[src/rtl/debounce_array_pkg.sv]
// Shared helpers for the debounce_array slice.
// Counter widths are sized so that a range of 0..x-1 always fits, with a floor of one bit.
package debounce_array_pkg;

    function automatic int unsigned cnt_width(input int unsigned x);
        return (x <= 2) ? 1 : $clog2(x);
    endfunction

endpackage

[src/rtl/debounce_channel.sv]
// One debounced bit: synchroniser chain, stability counter and registered out/rise/fall.
// State only advances in cycles where the shared sample tick is high.
module debounce_channel
    import debounce_array_pkg::*;
#(
    parameter int unsigned STABLE      = 4,
    parameter int unsigned SYNC_STAGES = 2,
    parameter logic        INIT        = 1'b0
) (
    input  logic clk,
    input  logic rst,
    input  logic tick,
    input  logic in,
    output logic out,
    output logic rise,
    output logic fall
);

    localparam int unsigned SW = cnt_width(STABLE);
    localparam logic [SW-1:0] STAB_MAX = SW'(STABLE - 1);

    logic [SYNC_STAGES-1:0] sync_q;
    logic                   sync;
    logic [SW-1:0]          stab_q, stab_d;
    logic                   out_q, out_d;
    logic                   rise_q, rise_d;
    logic                   fall_q, fall_d;

    assign sync = sync_q[SYNC_STAGES-1];

    always_comb begin
        stab_d = stab_q;
        out_d  = out_q;
        rise_d = 1'b0;
        fall_d = 1'b0;
        if (tick) begin
            if (sync == out_q) begin
                // Any agreeing sample throws away partial progress toward a change.
                stab_d = '0;
            end else if (stab_q == STAB_MAX) begin
                stab_d = '0;
                out_d  = sync;
                rise_d = sync;
                fall_d = ~sync;
            end else begin
                stab_d = stab_q + SW'(1);
            end
        end
    end

    always_ff @(posedge clk) begin
        if (rst) begin
            sync_q <= {SYNC_STAGES{INIT}};
            stab_q <= '0;
            out_q  <= INIT;
            rise_q <= 1'b0;
            fall_q <= 1'b0;
        end else begin
            sync_q <= {sync_q[SYNC_STAGES-2:0], in};
            stab_q <= stab_d;
            out_q  <= out_d;
            rise_q <= rise_d;
            fall_q <= fall_d;
        end
    end

    assign out  = out_q;
    assign rise = rise_q;
    assign fall = fall_q;

endmodule

[src/rtl/debounce_array.sv]
// Multi-channel debouncer for slow asynchronous pad inputs.
// A single prescaler produces the sample tick shared by every channel.
module debounce_array
    import debounce_array_pkg::*;
#(
    parameter int unsigned          CHANNELS    = 4,
    parameter int unsigned          DIV         = 20,
    parameter int unsigned          STABLE      = 4,
    parameter int unsigned          SYNC_STAGES = 2,
    parameter logic [CHANNELS-1:0]  INIT        = '0
) (
    input  logic                clk,
    input  logic                rst,
    input  logic [CHANNELS-1:0] in,
    output logic [CHANNELS-1:0] out,
    output logic [CHANNELS-1:0] rise,
    output logic [CHANNELS-1:0] fall,
    output logic                tick
);

    localparam int unsigned   CW      = cnt_width(DIV);
    localparam logic [CW-1:0] CNT_MAX = CW'(DIV - 1);

    if (DIV < 1) begin : g_bad_div
        $error("debounce_array: DIV must be >= 1");
    end
    if (STABLE < 1) begin : g_bad_stable
        $error("debounce_array: STABLE must be >= 1");
    end
    if (SYNC_STAGES < 2) begin : g_bad_sync
        $error("debounce_array: SYNC_STAGES must be >= 2");
    end

    logic [CW-1:0] cnt_q, cnt_d;
    logic          tick_q, tick_d;

    always_comb begin
        tick_d = (cnt_q == CNT_MAX);
        cnt_d  = tick_d ? '0 : cnt_q + CW'(1);
    end

    // Tick is registered, so the first one lands DIV cycles after reset release.
    always_ff @(posedge clk) begin
        if (rst) begin
            cnt_q  <= '0;
            tick_q <= 1'b0;
        end else begin
            cnt_q  <= cnt_d;
            tick_q <= tick_d;
        end
    end

    assign tick = tick_q;

    for (genvar i = 0; i < CHANNELS; i++) begin : g_ch
        debounce_channel #(
            .STABLE      (STABLE),
            .SYNC_STAGES (SYNC_STAGES),
            .INIT        (INIT[i])
        ) u_ch (
            .clk  (clk),
            .rst  (rst),
            .tick (tick_q),
            .in   (in[i]),
            .out  (out[i]),
            .rise (rise[i]),
            .fall (fall[i])
        );
    end

endmodule
[config.mk]
export PLATFORM = sky130hd
export DESIGN_NAME = debounce_array
export DESIGN_NICKNAME = d
export VERILOG_FILES = /design/src/rtl/debounce_array_pkg.sv /design/src/rtl/debounce_channel.sv /design/src/rtl/debounce_array.sv
export SDC_FILE = /design/constraint.sdc
export NUM_CORES = 1
export LEC_CHECK = 0
export CORE_MARGIN = 10
export CORE_UTILIZATION = 51
export CTS_CLUSTER_DIAMETER = 120
export DETAILED_ROUTE_END_ITERATION = 16
export PLACE_DENSITY = 0.76
export SLEW_MARGIN = 20
export SYNTH_ARGS = -nofsm -noshare
export SYNTH_HDL_FRONTEND = slang
export SYNTH_HIERARCHICAL = 1
export SYNTH_SLANG_ARGS = --single-unit
[constraint.sdc]
create_clock -name clk -period 1.9 [get_ports clk]
set_clock_uncertainty 0.15 [all_clocks]
set_input_delay 0.57 -clock clk [delete_from_list [all_inputs] [get_ports clk]]
set_output_delay 0.57 -clock clk [all_outputs]
set_load 0.005 [all_outputs]
==> flow_summary.toml <==
[pwr]
totalPowerFinal_w = 0.00114
p_per_area_nw_per_um2 = 702
power_switching_w = 0.000242
p_comb_share_pct = 4.8
pwr-share-seq_pct = 64.6
p_leak_nw = 0.682
power_frac_clock_pct = 30.6
p_int_w = 0.000897
p_sw_share_pct = 21.2
ir_drop_mv = 0.494

[worst_hold_path]
hold_start = "g_ch[2].u_ch/sync_q[0]"
hold_class = "flip-flop to flip-flop"
hold_depth = 1
worstHoldEndpoint = "g_ch[2].u_ch/sync_q[1]"

[sta]
slew_headroom_pct = 77.0
drv_slew = 0
period_needed_ns = 1.86
tightest_slew_ns = 0.340
period_share_pct = 97.7
max_freq_mhz = 539
rsz0062_at_grt = "false"
hold_viol = 0
finalSetupViolations = 0

[detailed_routing]
drtPass1Iterations = 4
top_layer_used = "met4"
wl_met1_mm = 1.03
viasPerCell = 5.34
wl_mm = 2.35
wl_met3_um = 107
ant_nets = 0
num_vias = 955
drt_iter0_drc = 38
wl_met2_mm = 1.18
drc = 0
wl_per_cell_um = 13.1

[die]
die_h_um = 69.8
placement_rows = 17
initial_core_util_pct = 55.1
core_area_um2 = 2300
die_width_um = 69.8
num_io_pins = 19
die_area_um2 = 4870

[finish]
fill_cells = 186
multi_input_area_um2 = 547
antenna_cells = 0
final_util_pct = 70.5
syn_to_final_growth_pct = 28.1
final_nets = 162
drive_above_1_share_pct = 15.9
regArea_um2 = 687

[global_routing]
grt_pass1_wl_mm = 4.15
grt-ovfl-total = 0
grt_usage_pct = 10.1
grt_pass1_vias = 939
grt_max_degree = 29
antenna_found_initial = 0

[yosys]
synth_xor_xnor_area_share_pct = 4.15
synth_warnings = 6
synth_compound_area_share_pct = 11.2
synth_top_cell_by_area = "dfxtp_1"
netlist_instances = 116
seq_area_frac_synth_pct = 53.8
yosysMostFrequentCell = "dfxtp_1"
synth_enable_flop_cells = 0
synthFlopType = "dfxtp_1"
synth_area_leaders = "dfxtp_1 (54%), nor4b_1 (5.5%), o32ai_1 (5.5%), ha_1 (4.9%), nor2b_1 (4.9%)"
yosysUniqueCellTypes = 20
muxShareOfSynthArea_pct = 0
synth_top_family_by_area = "simple AND/OR/NAND/NOR gates"
synth-simple-area-share_pct = 22.9
synth_fa_ha_area_share_pct = 4.95
ys_async_sr_fraction_pct = 0
ys_ff_latch = 34
synth_top_area_share_pct = 53.8
synthTopCellsByCount = "dfxtp_1 (34), inv_1 (10), nor2b_1 (10), nor4b_1 (8), o32ai_1 (8)"
synth_area_um2 = 1260
synth_fp_nets = 127
avgSynthCellArea_um2 = 10.9

[worst_setup_path]
critical-path-top-delay-family = "buffers and inverters"
path_cells = "clkdlybuf4s50_1"
reg2reg_from = "g_ch[0].u_ch/stab_q[0]"
crit_required_ns = 1.18
r2r_cells = 3
cp_max_fo = 2
critical-path-max-stage-delay_ns = 0.49
worstSetupStartpointType = "flip-flop"
worst-path-buf-inv = 1
cp_slowest_cell = "clkdlybuf4s50_1"
r2r-end = "g_ch[0].u_ch/stab_q[0]"
end_kind = "primary output"
criticalPathCategory = "flip-flop to primary output"
rrSetupSlack_ns = 0.45
crit_arrival_ns = 1.14

[clock_network]
clockBufferDepth = 2
cts_tree = "done"
htreeDepth = 2
clk_pin_slew_ns = 0.10
clk_root_buffer_cell = "clkbuf_4"
cts_made_buffers = 5
clock_sinks = 34
ctsHoldBuffers = 0
insertion_delay_ns = 0.31

[placed_design]
portBuffers = 18
gp_congestion = 0.726
dp_hpwl_mm = 1.66

[run]
max_cap_viol_count = 0

[status]
status = "complete, no violations"
## logic make-up after synthesis
| kind of cell | count (synthesis) |
|---|---|
| simple gates | 43 |
| flops | 34 |
| compound gates | 18 |
| buf+inv | 10 |
| xor+xnor | 6 |
| fa+ha+maj | 5 |
## power by group through the flow
stage	combinational (W)	clock, W	sequential, W
2_1_floorplan	0.0000219	0	0.000749
3_3_place_gp	0.0000532	0	0.000751
3_5_place_dp	0.0000550	0	0.000752
4_1_cts	0.0000554	0.000360	0.000735
5_1_grt	0.0000614	0.000391	0.000738
6_report	0.0000548	0.000348	0.000735
## worst max-delay path by stage
stage / start / to / slack [ns] / cells past startpoint
final: g_ch[0].u_ch/out / out[0] / 0.04 / 1
after global routing: g_ch[0].u_ch/out / out[0] / 0.00001 / 1
after CTS: g_ch[2].u_ch/out / out[2] / 0.004 / 1
after detailed placement: rst / g_ch[0].u_ch/stab_q[0] / -0.15 / 3
after global placement: rst / g_ch[0].u_ch/stab_q[0] / -0.08 / 3
after floorplan: tick / g_ch[0].u_ch/stab_q[0] / 0.36 / 2
## sequential cells by signal, indices dropped and copies added (netlist names)
| signal | cells |
|---|---|
| cnt_q | 5 |
| g_ch.u_ch/stab_q | 8 |
| g_ch.u_ch/sync_q | 8 |
| tick | 1 |
| g_ch.u_ch/fall | 4 |
| g_ch.u_ch/rise | 4 |
| g_ch.u_ch/out | 4 |
## stage by stage
stage	cells	hold slack (ns)	worst slack (ns)	TNS (ns)	area (µm²)
after floorplan	116	0.264	0.364	0	1260
after global placement	169	0.270	-0.0769	-0.544	1530
after detailed placement	169	0.278	-0.154	-1.07	1530
after CTS	179	0.306	0.00409	0	1600
after global routing	179	0.322	0.0000127	0	1620
final	179	0.299	0.0445	0	1620
## placed cells by master, fill, tap and decap left out, drive strengths merged, types with 4 or more instances in the layout
cell	n
clkbuf	7
clkdlybuf4s50	11
dfxtp	34
nand3	5
dlymetal6s2s	6
nand3b	5
nor2	4
ha	5
nand2	4
o32ai	8
nor4b	8
or4b	4
xnor2	5
a21bo	4
buf	10
nor2b	10
a21oi	4
inv	10
## layout make-up
| cell class | instances | area share, % |
|---|---|---|
| well taps | 28 | 2.16 |
| multi-input cells | 72 | 33.7 |
| clock buffers | 7 | 2.78 |
| inverters | 10 | 2.32 |
| flip-flops and latches | 34 | 42.4 |
| repair buffers | 28 | 16.6 |
## layer usage
| layer | GRT usage, % | up-vias |
|---|---|---|
| met4 | 4.57 | 0 |
| met3 | 3.99 | 5 |
| met2 | 17.6 | 14 |
| met5 | 0 | - |
| met1 | 10.2 | 448 |
| li1 | - | 488 |
## repair_timing
action,CTS,global route
endpoints found under the setup margin,4,7
setup buffers,3,0
gates resized for setup,5,7
gates cloned,0,0
No activity file was read; power rests on OpenSTA's default activity.
